$ cat config.mk
export PLATFORM = sky130hd
export DESIGN_NAME = bp_train_ctrl
export DESIGN_NICKNAME = d
export VERILOG_FILES = /design/src/rtl/bp_pkg.sv /design/src/rtl/bp_train_fifo.sv /design/src/rtl/bp_train_ctrl.sv
export SDC_FILE = /design/constraint.sdc
export NUM_CORES = 1
export LEC_CHECK = 0
export BUFFER_PORTS_ARGS = -buffer_cell sky130_fd_sc_hd__buf_4
export CAP_MARGIN = 10
export CORE_ASPECT_RATIO = 1.25
export CORE_UTILIZATION = 40
export CTS_CLUSTER_SIZE = 12
export DETAILED_ROUTE_END_ITERATION = 8
export MAX_ROUTING_LAYER = met4
export PLACE_DENSITY = 0.65
export SYNTH_ARGS = -nofsm -noshare
export SYNTH_HDL_FRONTEND = slang
export SYNTH_SLANG_ARGS = --single-unit
$ cat constraint.sdc
create_clock -name clk_i -period 8.1 [get_ports clk_i]
set_clock_uncertainty 0.1 [all_clocks]
set_input_delay 0 -clock clk_i [delete_from_list [all_inputs] [get_ports clk_i]]
set_output_delay 0 -clock clk_i [all_outputs]
set_load 0.02 [all_outputs]
$ cat src/rtl/bp_pkg.sv
// Shared types and default constants for the perceptron training controller.
package bp_pkg;

  localparam int THETA_DEFAULT     = 38;
  localparam int CHUNK_LEN_DEFAULT = 4;

  typedef enum logic [1:0] {
    ST_IDLE   = 2'd0,
    ST_READ   = 2'd1,
    ST_DECIDE = 2'd2,
    ST_WRITE  = 2'd3
  } train_state_e;

  typedef struct packed {
    logic [31:0] addr;
    logic        taken;
  } br_entry_t;

  localparam int ENTRY_W = $bits(br_entry_t);

endpackage

$ cat src/rtl/bp_train_fifo.sv
// Resolved-branch queue; fullness comes from the registered count, so a push
// while full is dropped even if a pop happens in the same cycle.
module bp_train_fifo
  import bp_pkg::*;
#(
  parameter int QDepth = 4
) (
  input  logic               clk_i,
  input  logic               rst_ni,
  input  logic               push_i,
  input  logic [ENTRY_W-1:0] entry_i,
  input  logic               pop_i,
  output logic [ENTRY_W-1:0] head_o,
  output logic               empty_o,
  output logic               full_o
);

  localparam int AW = (QDepth > 1) ? $clog2(QDepth) : 1;
  localparam logic [AW:0] FullCnt = (AW+1)'(QDepth);

  logic [ENTRY_W-1:0] mem_r [QDepth];
  logic [AW-1:0]      wr_ptr_r, rd_ptr_r;
  logic [AW:0]        count_r;
  logic               push_s, pop_s;

  assign full_o  = (count_r == FullCnt);
  assign empty_o = (count_r == '0);
  assign push_s  = push_i & ~full_o;
  assign pop_s   = pop_i & ~empty_o;
  assign head_o  = mem_r[rd_ptr_r];

  // Storage needs no reset: the count alone says which slots are live.
  always_ff @(posedge clk_i) begin
    if (push_s) begin
      mem_r[wr_ptr_r] <= entry_i;
    end
  end

  // Pointers and occupancy count.
  always_ff @(posedge clk_i) begin
    if (!rst_ni) begin
      wr_ptr_r <= '0;
      rd_ptr_r <= '0;
      count_r  <= '0;
    end else begin
      if (push_s) begin
        wr_ptr_r <= wr_ptr_r + 1'b1;
      end
      if (pop_s) begin
        rd_ptr_r <= rd_ptr_r + 1'b1;
      end
      case ({push_s, pop_s})
        2'b10:   count_r <= count_r + 1'b1;
        2'b01:   count_r <= count_r - 1'b1;
        default: count_r <= count_r;
      endcase
    end
  end

endmodule

$ cat src/rtl/bp_train_ctrl.sv
// Perceptron training sequencer: queue -> READ -> DECIDE -> chunked WRITE.
// Define BP_TRAIN_ALWAYS_EN to train on every resolved branch regardless of the sum.
module bp_train_ctrl
  import bp_pkg::*;
#(
  parameter int PTableSize = 1024,
  parameter int GHRLen     = 12,
  parameter int ChunkLen   = CHUNK_LEN_DEFAULT,
  parameter int QDepth     = 4,
  parameter int Theta      = THETA_DEFAULT,
  parameter int SumW       = 16,
  localparam int IW        = $clog2(PTableSize),
  localparam int NumChunks = (GHRLen + ChunkLen - 1) / ChunkLen,
  localparam int CW        = (NumChunks > 1) ? $clog2(NumChunks) : 1
) (
  input  logic                clk_i,
  input  logic                rst_ni,
  input  logic                ex_br_valid_i,
  input  logic                ex_br_taken_i,
  input  logic [31:0]         ex_br_instr_addr_i,
  input  logic                fetch_req_i,
  output logic                tbl_rd_o,
  output logic                tbl_we_o,
  output logic [IW-1:0]       tbl_index_o,
  output logic [CW-1:0]       tbl_chunk_o,
  output logic [ChunkLen-1:0] tbl_inc_o,
  output logic                tbl_bias_inc_o,
  input  logic [SumW-1:0]     tbl_sum_i,
  output logic [GHRLen-1:0]   ghr_o,
  output logic                q_full_o,
  output logic                busy_o
);

  localparam int PadW = NumChunks * ChunkLen;
  localparam logic [CW-1:0] LastChunk = CW'(NumChunks - 1);

  train_state_e        state_r, state_s;
  logic [CW-1:0]       chunk_r, chunk_s;
  logic [GHRLen-1:0]   ghr_r, ghr_s;
  logic [ENTRY_W-1:0]  head_vec_s;
  br_entry_t           head_s;
  logic                q_empty_s, pop_s, train_s, rd_s, we_s;
  logic [ChunkLen-1:0] hist_chunk_s, lane_valid_s;
  logic                unused_s;

  bp_train_fifo #(.QDepth(QDepth)) u_fifo (
    .clk_i   (clk_i),
    .rst_ni  (rst_ni),
    .push_i  (ex_br_valid_i),
    .entry_i ({ex_br_instr_addr_i, ex_br_taken_i}),
    .pop_i   (pop_s),
    .head_o  (head_vec_s),
    .empty_o (q_empty_s),
    .full_o  (q_full_o)
  );

  assign head_s = br_entry_t'(head_vec_s);

  // History bits of the current chunk; lanes past GHRLen are masked off.
  assign hist_chunk_s = ChunkLen'(PadW'(ghr_r) >> (int'(chunk_r) * ChunkLen));
  assign lane_valid_s = ChunkLen'(PadW'({GHRLen{1'b1}}) >> (int'(chunk_r) * ChunkLen));

`ifdef BP_TRAIN_ALWAYS_EN
  assign train_s  = 1'b1;
  assign unused_s = ^{head_s.addr[31:IW+2], head_s.addr[1:0], tbl_sum_i};
`else
  logic [SumW-1:0] abs_sum_s;

  // Saturating magnitude of the sum, then mispredict-or-low-confidence test.
  always_comb begin
    if (tbl_sum_i == {1'b1, {(SumW-1){1'b0}}}) begin
      abs_sum_s = {1'b0, {(SumW-1){1'b1}}};
    end else if (tbl_sum_i[SumW-1]) begin
      abs_sum_s = ~tbl_sum_i + 1'b1;
    end else begin
      abs_sum_s = tbl_sum_i;
    end
    train_s = (head_s.taken == tbl_sum_i[SumW-1]) | (abs_sum_s < SumW'(Theta));
  end

  assign unused_s = ^{head_s.addr[31:IW+2], head_s.addr[1:0]};
`endif

  // Next state, table strobes (fetch always wins the port) and retirement.
  always_comb begin
    state_s = state_r;
    chunk_s = chunk_r;
    ghr_s   = ghr_r;
    pop_s   = 1'b0;
    rd_s    = 1'b0;
    we_s    = 1'b0;
    case (state_r)
      ST_IDLE: begin
        if (!q_empty_s) state_s = ST_READ;
        else            state_s = ST_IDLE;
      end
      ST_READ: begin
        if (!fetch_req_i) begin
          rd_s    = 1'b1;
          state_s = ST_DECIDE;
        end else begin
          state_s = ST_READ;
        end
      end
      ST_DECIDE: begin
        if (train_s) begin
          chunk_s = '0;
          state_s = ST_WRITE;
        end else begin
          pop_s   = 1'b1;
          ghr_s   = {ghr_r[GHRLen-2:0], head_s.taken};
          state_s = ST_IDLE;
        end
      end
      ST_WRITE: begin
        if (!fetch_req_i) begin
          we_s = 1'b1;
          if (chunk_r == LastChunk) begin
            pop_s   = 1'b1;
            ghr_s   = {ghr_r[GHRLen-2:0], head_s.taken};
            chunk_s = '0;
            state_s = ST_IDLE;
          end else begin
            chunk_s = chunk_r + 1'b1;
          end
        end else begin
          state_s = ST_WRITE;
        end
      end
      default: state_s = ST_IDLE;
    endcase
  end

  // Outputs are held at zero while reset is asserted, even mid-sequence.
  always_comb begin
    tbl_rd_o       = 1'b0;
    tbl_we_o       = 1'b0;
    busy_o         = 1'b0;
    tbl_index_o    = '0;
    tbl_chunk_o    = '0;
    tbl_inc_o      = '0;
    tbl_bias_inc_o = 1'b0;
    if (rst_ni) begin
      tbl_rd_o = rd_s;
      tbl_we_o = we_s;
      busy_o   = (state_r != ST_IDLE);
      if (state_r != ST_IDLE) tbl_index_o = head_s.addr[IW+1:2];
      else                    tbl_index_o = '0;
      if (state_r == ST_WRITE) begin
        tbl_chunk_o    = chunk_r;
        tbl_inc_o      = lane_valid_s & ~({ChunkLen{head_s.taken}} ^ hist_chunk_s);
        tbl_bias_inc_o = head_s.taken;
      end else begin
        tbl_chunk_o    = '0;
        tbl_inc_o      = '0;
        tbl_bias_inc_o = 1'b0;
      end
    end else begin
      tbl_rd_o = 1'b0;
      tbl_we_o = 1'b0;
    end
  end

  assign ghr_o = ghr_r;

  // State, chunk counter and committed history.
  always_ff @(posedge clk_i) begin
    if (!rst_ni) begin
      state_r <= ST_IDLE;
      chunk_r <= '0;
      ghr_r   <= '0;
    end else begin
      state_r <= state_s;
      chunk_r <= chunk_s;
      ghr_r   <= ghr_s;
    end
  end

endmodule

==> results of run 1 <==
[synth_stat cells, drive strengths merged (2+ instances only)]
master  number  area [sq um]
a21oi       22         110.1
and2         7         43.79
buf         18         125.1
clkbuf      11         41.29
dfxtp       25         500.5
edfxtp      44          1321
ha           6         75.07
inv         13         48.80
mux2i       10         100.1
mux4        11         247.7
nand2       13         48.80
nand2b       6         37.54
nand3       16         80.08
nor2        18         67.56
nor2b       16         100.1
nor3         7         35.03
nor3b        2         15.01
nor4         3         18.77
o211ai      14         105.1
o21a         2         15.01
o21ai        5         25.02
o22ai        3         18.77
o31ai        2         15.01
or3          2         12.51
or4          6         52.55
xnor2        5         43.79
xor2         7         61.31
[tightest hold or removal path: stages]
cell     delay (ps)
buf_4           100
nor2b_1         200
xnor2_1         150
nor2_1           40
[logic make-up after synthesis]
kind of cell	after synthesis
flip-flops	69
adder cells (fa/ha/maj)	7
multiplexers	22
XOR/XNOR	12
AND/OR/NAND/NOR	103
buffers and inverters	42
AO/OA/AOI/OAI	57
[through the flow]
| stage | cell area, sq um | util (%) |
|---|---|---|
| floorplan | 3543 | - |
| global placement | 4023 | 46.49 |
| detailed placement | 4023 | 46.49 |
| CTS | 4360 | 50.39 |
| global route | 4360 | 50.39 |
| finish | 4360 | 50.39 |
[metal layers]
| metal | vias up | global-route usage, % |
|---|---|---|
| met1 | 1225 | 21.58 |
| li1 | 1271 | - |
| met2 | 65 | 27.83 |
| met3 | 9 | 2.771 |
| met5 | - | - |
| met4 | 0 | 6.786 |
[power breakdown]
part | internal [uW] | total, uW | switching, uW | leakage [uW]
registers | 390 | 398 | 7.71 | 0.000606
logic | 49.7 | 107 | 57.4 | 0.000879
clock network | 144 | 277 | 133 | 0.000100
[cell type report]
cell class	instances	share of cell area, %
flip-flops and latches	69	41.78
multi-input cells	201	34.55
repair buffers	80	14.58
well taps	120	3.443
clock buffers	9	2.841
clock inverters	7	1.693
inverters	13	1.119
[state kept, by name, summed over array words and instances, names as in the netlist, named ones only]
name and flops:
u_fifo.count_r 3, u_fifo.mem_r 44, state_r 2, u_fifo.rd_ptr_r 2
ghr_o 12, u_fifo.wr_ptr_r 2, chunk_r 2
[path summary, 6_finish.rpt]
| check | start | endpoint | slack (ps) |
|---|---|---|---|
| worst max-delay path | flip-flop | u_fifo.count_r[2] | 4260 |
| worst min-delay path | ex_br_valid_i | u_fifo.wr_ptr_r[0] | 100 |
| worst max register to register | flip-flop | u_fifo.count_r[2] | 4260 |
| worst min register to register | u_fifo.rd_ptr_r[1] | u_fifo.rd_ptr_r[1] | 380 |
==> metrics.cfg, run 1 <==
[die]
die_x_um = 86.19
die_y_um = 107.2
row_count = 38
die_area_sq_mm = 0.009242
initial_core_util_pct = 40.95
core_area_sq_mm = 0.008653
io_pins = 86

[logic_synthesis]
synth.area.mux_share_pct = 10.13
netlist_instances = 312
synth-seq-cells = 69
synth_compound_area_share_pct = 10.66
postSynthAreaPerCell_sq_um = 11.36
synth_async_sr_flop_share_pct = 0
yosys.area_share.simple_pct = 16.07
synth_nets = 372
yosys_warnings = 0
synth_xor_area_share_pct = 2.966
synthesis.area_sq_mm = 0.003543
synth_fa_ha_area_share_pct = 2.684
synth_top_family_by_area = simple AND/OR/NAND/NOR gates
synth-edff-count = 44
synthFlopType = edfxtp_1
synth_cell_types = 49
ys_seq_area_share_pct = 51.41

[place]
place_ws_ps = 4146
dp.cells = 469
place_hpwl_mm = 5.021
gp_congestion = 0.8830
port_buffers = 63

[worst_setup_path]
slowest_stage = dfxtp_1
critical_path_depth = 13
crit_path_end_kind = flip-flop
cp.arrival_ps = 4010
r2r_cells = 13
path_delay_family = flip-flops
crit_buf_inv = 3
cp.required_ps = 8260
path_max_fanout = 14
crit_chain = mux4_2 > xor2_1 > nor2b_1 > a21oi_1 > buf_4 > nand3b_2 > inv_1 > ha_1 > inv_1 > fa_1 > xor2_1 > or3_1 > a21oi_1
crit_type = flip-flop to flip-flop
start_kind = flip-flop
critical_path.max_stage_delay_ps = 830

[global_route]
grt_pass1_wl_mm = 11.89
grt_pass1_vias = 2507
grt.overflow.total = 0
grtUsageTotal_pct = 17.20
grt_antenna_before_repair = 0
grt_max_degree = 21

[cts]
clkSinkCount = 69
ctsHoldBuffers = 14
cts_buffer_depth = 2
ctsHtreeMaxLevel = 3
cts_setup_buffers = 0
cts_root_buf = clkbuf_8
cts_tree = yes
clk_latency_ps = 330
clkTransAtPathRegs_ps = 70
cts_resized = 0
numCtsBuffers = 9

[drt]
drt-wirelength-per-cell_um = 14.82
drtPass1Iterations = 4
detail-route-antenna-nets = 0
routed_wl_mm = 7.394
route.met2.wl_mm = 3.715
wl_met1_mm = 3.207
top_layer = met4
routed-via-count = 2570
drcViolationCount = 0
first_iter_violations = 135
vias_per_cell = 5.150
dr_wl_met3_um = 358

[timing]
fmax_mhz = 260.1
slew_violations = 0
tightest_slew_ps = 774.6
hold_viol_final = 0
relSlewSlack_pct = 48.29
setup_tns_ps = 0
fin_worst_hold_slack_ps = 95.56
fin_crit_ps = 3844
finalCritPeriodShare_pct = 47.46
final-setup-viol-count = 0
fin_ws_ps = 4256
rsz0062_at_grt = false

[final_layout]
ff_latch_area_sq_mm = 0.001822
area_growth_pct = 23.06
mostFrequentLayoutCells = buf_4, edfxtp_1, dfxtp_1
final_common_cell = buf_4
antenna_cells = 0
multi_input_area_sq_mm = 0.001506
fin_cells = 499
drive_gt1_share_pct = 26.65
final_nets = 434
fillers = 823

[pwr]
powerDensity_mw_per_mm2 = 179.1
p_leak_uw = 0.001585
power.total_uw = 781.2
worst_ir_drop_vdd_v = 0.0001492

[worst_hold_path]
holdCritPathClass = input port to flip-flop
holdPathStages = 4

[job]
max-cap-violations = 0

[status]
status = complete, no violations

Note: power is estimated with default switching activity, not from simulation.
==> run 2: changes to the inputs <==
--- a/config.mk
+++ b/config.mk
@@ -5,6 +5,7 @@
 export SDC_FILE = /design/constraint.sdc
 export NUM_CORES = 1
 export LEC_CHECK = 0
+export ABC_AREA = 1
 export BUFFER_PORTS_ARGS = -buffer_cell sky130_fd_sc_hd__buf_4
 export CAP_MARGIN = 10
 export CORE_ASPECT_RATIO = 1.25
@@ -12,7 +13,7 @@
 export CTS_CLUSTER_SIZE = 12
 export DETAILED_ROUTE_END_ITERATION = 8
 export MAX_ROUTING_LAYER = met4
-export PLACE_DENSITY = 0.65
+export PLACE_DENSITY = 0.67
 export SYNTH_ARGS = -nofsm -noshare
 export SYNTH_HDL_FRONTEND = slang
 export SYNTH_SLANG_ARGS = --single-unit
==> constraint.sdc (replaced) <==
create_clock -name clk_i -period 3.3 [get_ports clk_i]
set_clock_uncertainty 0.1 [all_clocks]
set_input_delay 0 -clock clk_i [delete_from_list [all_inputs] [get_ports clk_i]]
set_output_delay 0 -clock clk_i [all_outputs]
set_load 0.02 [all_outputs]
==> metrics.cfg, run 2 <==
[timing]
fmax_mhz = 339.1  ; +30%
fin_crit_ps = 2949  ; -895.1 ps
fin_ws_ps = 351.1  ; -3905 ps
setup_tns_ps = 0  ; unchanged
hold_viol_final = 0  ; unchanged
tightest_slew_ps = 553.6  ; -221.0 ps
final-setup-viol-count = 0  ; unchanged
rsz0062_at_grt = false
finalCritPeriodShare_pct = 89.36  ; +42 points
relSlewSlack_pct = 62.96  ; +15 points
slew_violations = 0  ; unchanged

[cts]
cts_root_buf = clkbuf_8
ctsHtreeMaxLevel = 3  ; unchanged
cts_buffer_depth = 2  ; unchanged
cts_tree = yes
cts_setup_buffers = 0  ; unchanged
numCtsBuffers = 9  ; unchanged
clkSinkCount = 69  ; unchanged
clk_latency_ps = 340  ; about the same
clkTransAtPathRegs_ps = 70  ; about the same

[logic_synthesis]
synth_cell_types = 33  ; -33%
netlist_top_cells_count = nor2_1, nand2_1, edfxtp_1
synth_most_common_cell = nor2_1
ys_seq_area_share_pct = 50.96  ; -0.45 points
yosys_warnings = 0  ; unchanged
synth_nets = 500  ; +34%
synth_async_sr_flop_share_pct = 0  ; unchanged
synth-seq-cells = 69  ; unchanged
yosysTopAreaCell = edfxtp_1
synth_area_leaders = edfxtp_1, dfxtp_1, nor2_1
synth-edff-count = 44  ; unchanged
synthesis.area_sq_mm = 0.003575  ; +0.88%
netlist_instances = 440  ; +41%
synthFlopType = edfxtp_1
postSynthAreaPerCell_sq_um = 8.124  ; -28%
synth_top_area_share_pct = 36.96  ; -0.33 points

[global_route]
grtUsageTotal_pct = 18.03  ; +0.83 points
grt_pass1_vias = 2768  ; +10%
grt_antenna_before_repair = 0  ; unchanged
grt_max_degree = 22  ; +4.8%
grt_pass1_wl_mm = 12.52  ; +5.3%
grt.overflow.total = 0  ; unchanged

[final_layout]
mostFrequentLayoutCells = nor2_1, buf_4, nand2_1
final_nets = 574  ; +32%
area_growth_pct = 24.40
final_common_cell = nor2_1
drive_gt1_share_pct = 20.81  ; -5.8 points
fillers = 821  ; -0.24%
top_register = u_fifo.mem_r
largest_reg_flops = 44  ; unchanged
antenna_cells = 0  ; unchanged

[worst_setup_path]
r2r_cells = 16  ; +3
cp.arrival_ps = 3080  ; -930 ps
cp.required_ps = 3430  ; -4830 ps
crit_type = flip-flop to flip-flop
path_max_fanout = 16  ; +2
crit_path_end_kind = flip-flop
start_kind = flip-flop

[place]
place_hpwl_mm = 5.529  ; +10%
place_ws_ps = 369.7  ; -3776 ps
port_buffers = 63  ; unchanged
gp_congestion = 0.8578  ; -2.9%

[worst_hold_path]
hp-start = tbl_sum_i[13]
holdPathStages = 8  ; +4
holdCritPathClass = input port to flip-flop

[drt]
drt-wirelength-per-cell_um = 12.17  ; -18%
drcViolationCount = 0  ; unchanged
vias_per_cell = 4.732  ; -8.1%
drtPass1Iterations = 4  ; unchanged
routed-via-count = 3024  ; +18%
routed_wl_mm = 7.775  ; +5.2%
detail-route-antenna-nets = 0  ; unchanged
first_iter_violations = 84  ; -38%

[status]
status = complete, no violations

[die]
die_area_sq_mm = 0.009321  ; +0.86%
io_pins = 86  ; unchanged
initial_core_util_pct = 41.31  ; +0.36 points
row_count = 38  ; unchanged
die_y_um = 107.7  ; +0.43%
core_area_sq_mm = 0.008653  ; unchanged
die_x_um = 86.56  ; +0.43%

[pwr]
powerDensity_mw_per_mm2 = 436.5  ; +140%
power.total_uw = 1941  ; +150%
worst_ir_drop_vdd_v = 0.0002224  ; +49%
p_leak_uw = 0.001946  ; +23%

[job]
max-cap-violations = 0  ; unchanged

-- run 2: cells by family (layout without fill, tap and decap cells) --
| group | Yosys count | in the layout | synth area share (%) |
|---|---|---|---|
| AOI/OAI and AO/OA | 72 | 72 | 10.29 |
| xor gates and xnor gates | 6 | 6 | 1.470 |
| adders and majority gates | 7 | 7 | 2.660 |
| buffers and inverters | 72 | 151 | 9.345 |
| DFF | 69 | 69 | 50.96 |
| and+or+nand+nor | 214 | 214 | 25.27 |
-- run 2: timing repair --
action                                  CTS  global route
hold buffers                             14             0
hold endpoints to repair                 67             0
endpoints found under the setup margin    0             0
gates resized for setup                   0             0
-- run 2: power breakdown --
group          internal (uW)  switching (uW)
Combinational            120             172
Sequential               961            24.9
Clock                    345             318
-- run 2: final timing paths --
check	end	slack, ps
setup / recovery	u_fifo.count_r[2]	350
hold / removal	state_r[0]	160
setup reg to reg	u_fifo.count_r[2]	350
hold reg to reg	u_fifo.wr_ptr_r[0]	400
-- run 2: area by class of cell --
class	count	area [sq um]	area share, %
Sequential cell	69	1822	40.97
Timing Repair Buffer	86	680.7	15.31
Clock inverter	7	65.06	1.463
Multi-Input combinational cell	299	1419	31.91
Inverter	49	186.4	4.192
Clock buffer	9	123.9	2.786
Tap cell	120	150.1	3.376
-- run 2: metal layers --
| layer | vias to the layer above | track usage (%) | part of all wire, % |
|---|---|---|---|
| met5 | - | - | 0 |
| met2 | 67 | 29.93 | 49 |
| met4 | 0 | 7.262 | 1.8 |
| li1 | 1568 | - | - |
| met3 | 13 | 4.601 | 4.7 |
| met1 | 1376 | 20.77 | 45 |
-- run 2: per-stage QoR --
stage | hold WS (ps) | instance area (sq um) | util (%) | cells
after floorplan | -1.131 | 3575 | - | 440
after global placement | 100.4 | 4118 | 47.59 | 609
after detailed placement | 103.0 | 4118 | 47.59 | 609
after CTS | 153.4 | 4447 | 51.39 | 639
after global routing | 220.9 | 4447 | 51.39 | 639
final | 163.8 | 4447 | 51.39 | 639
-- run 2: worst max-delay path, stage by stage (launching register included) --
cell     delay [ps]
dfxtp_1         500
inv_2           140
nand2_1          80
nand3_1         100
nand2_1         140
xor2_1          230
nand3_2         130
nand2_4         200
nand2_1         120
inv_2            70
ha_1            130
inv_1            60
fa_1            370
a21oi_1         140
o21ai_0         110
o21ai_0         150
a21oi_1          50
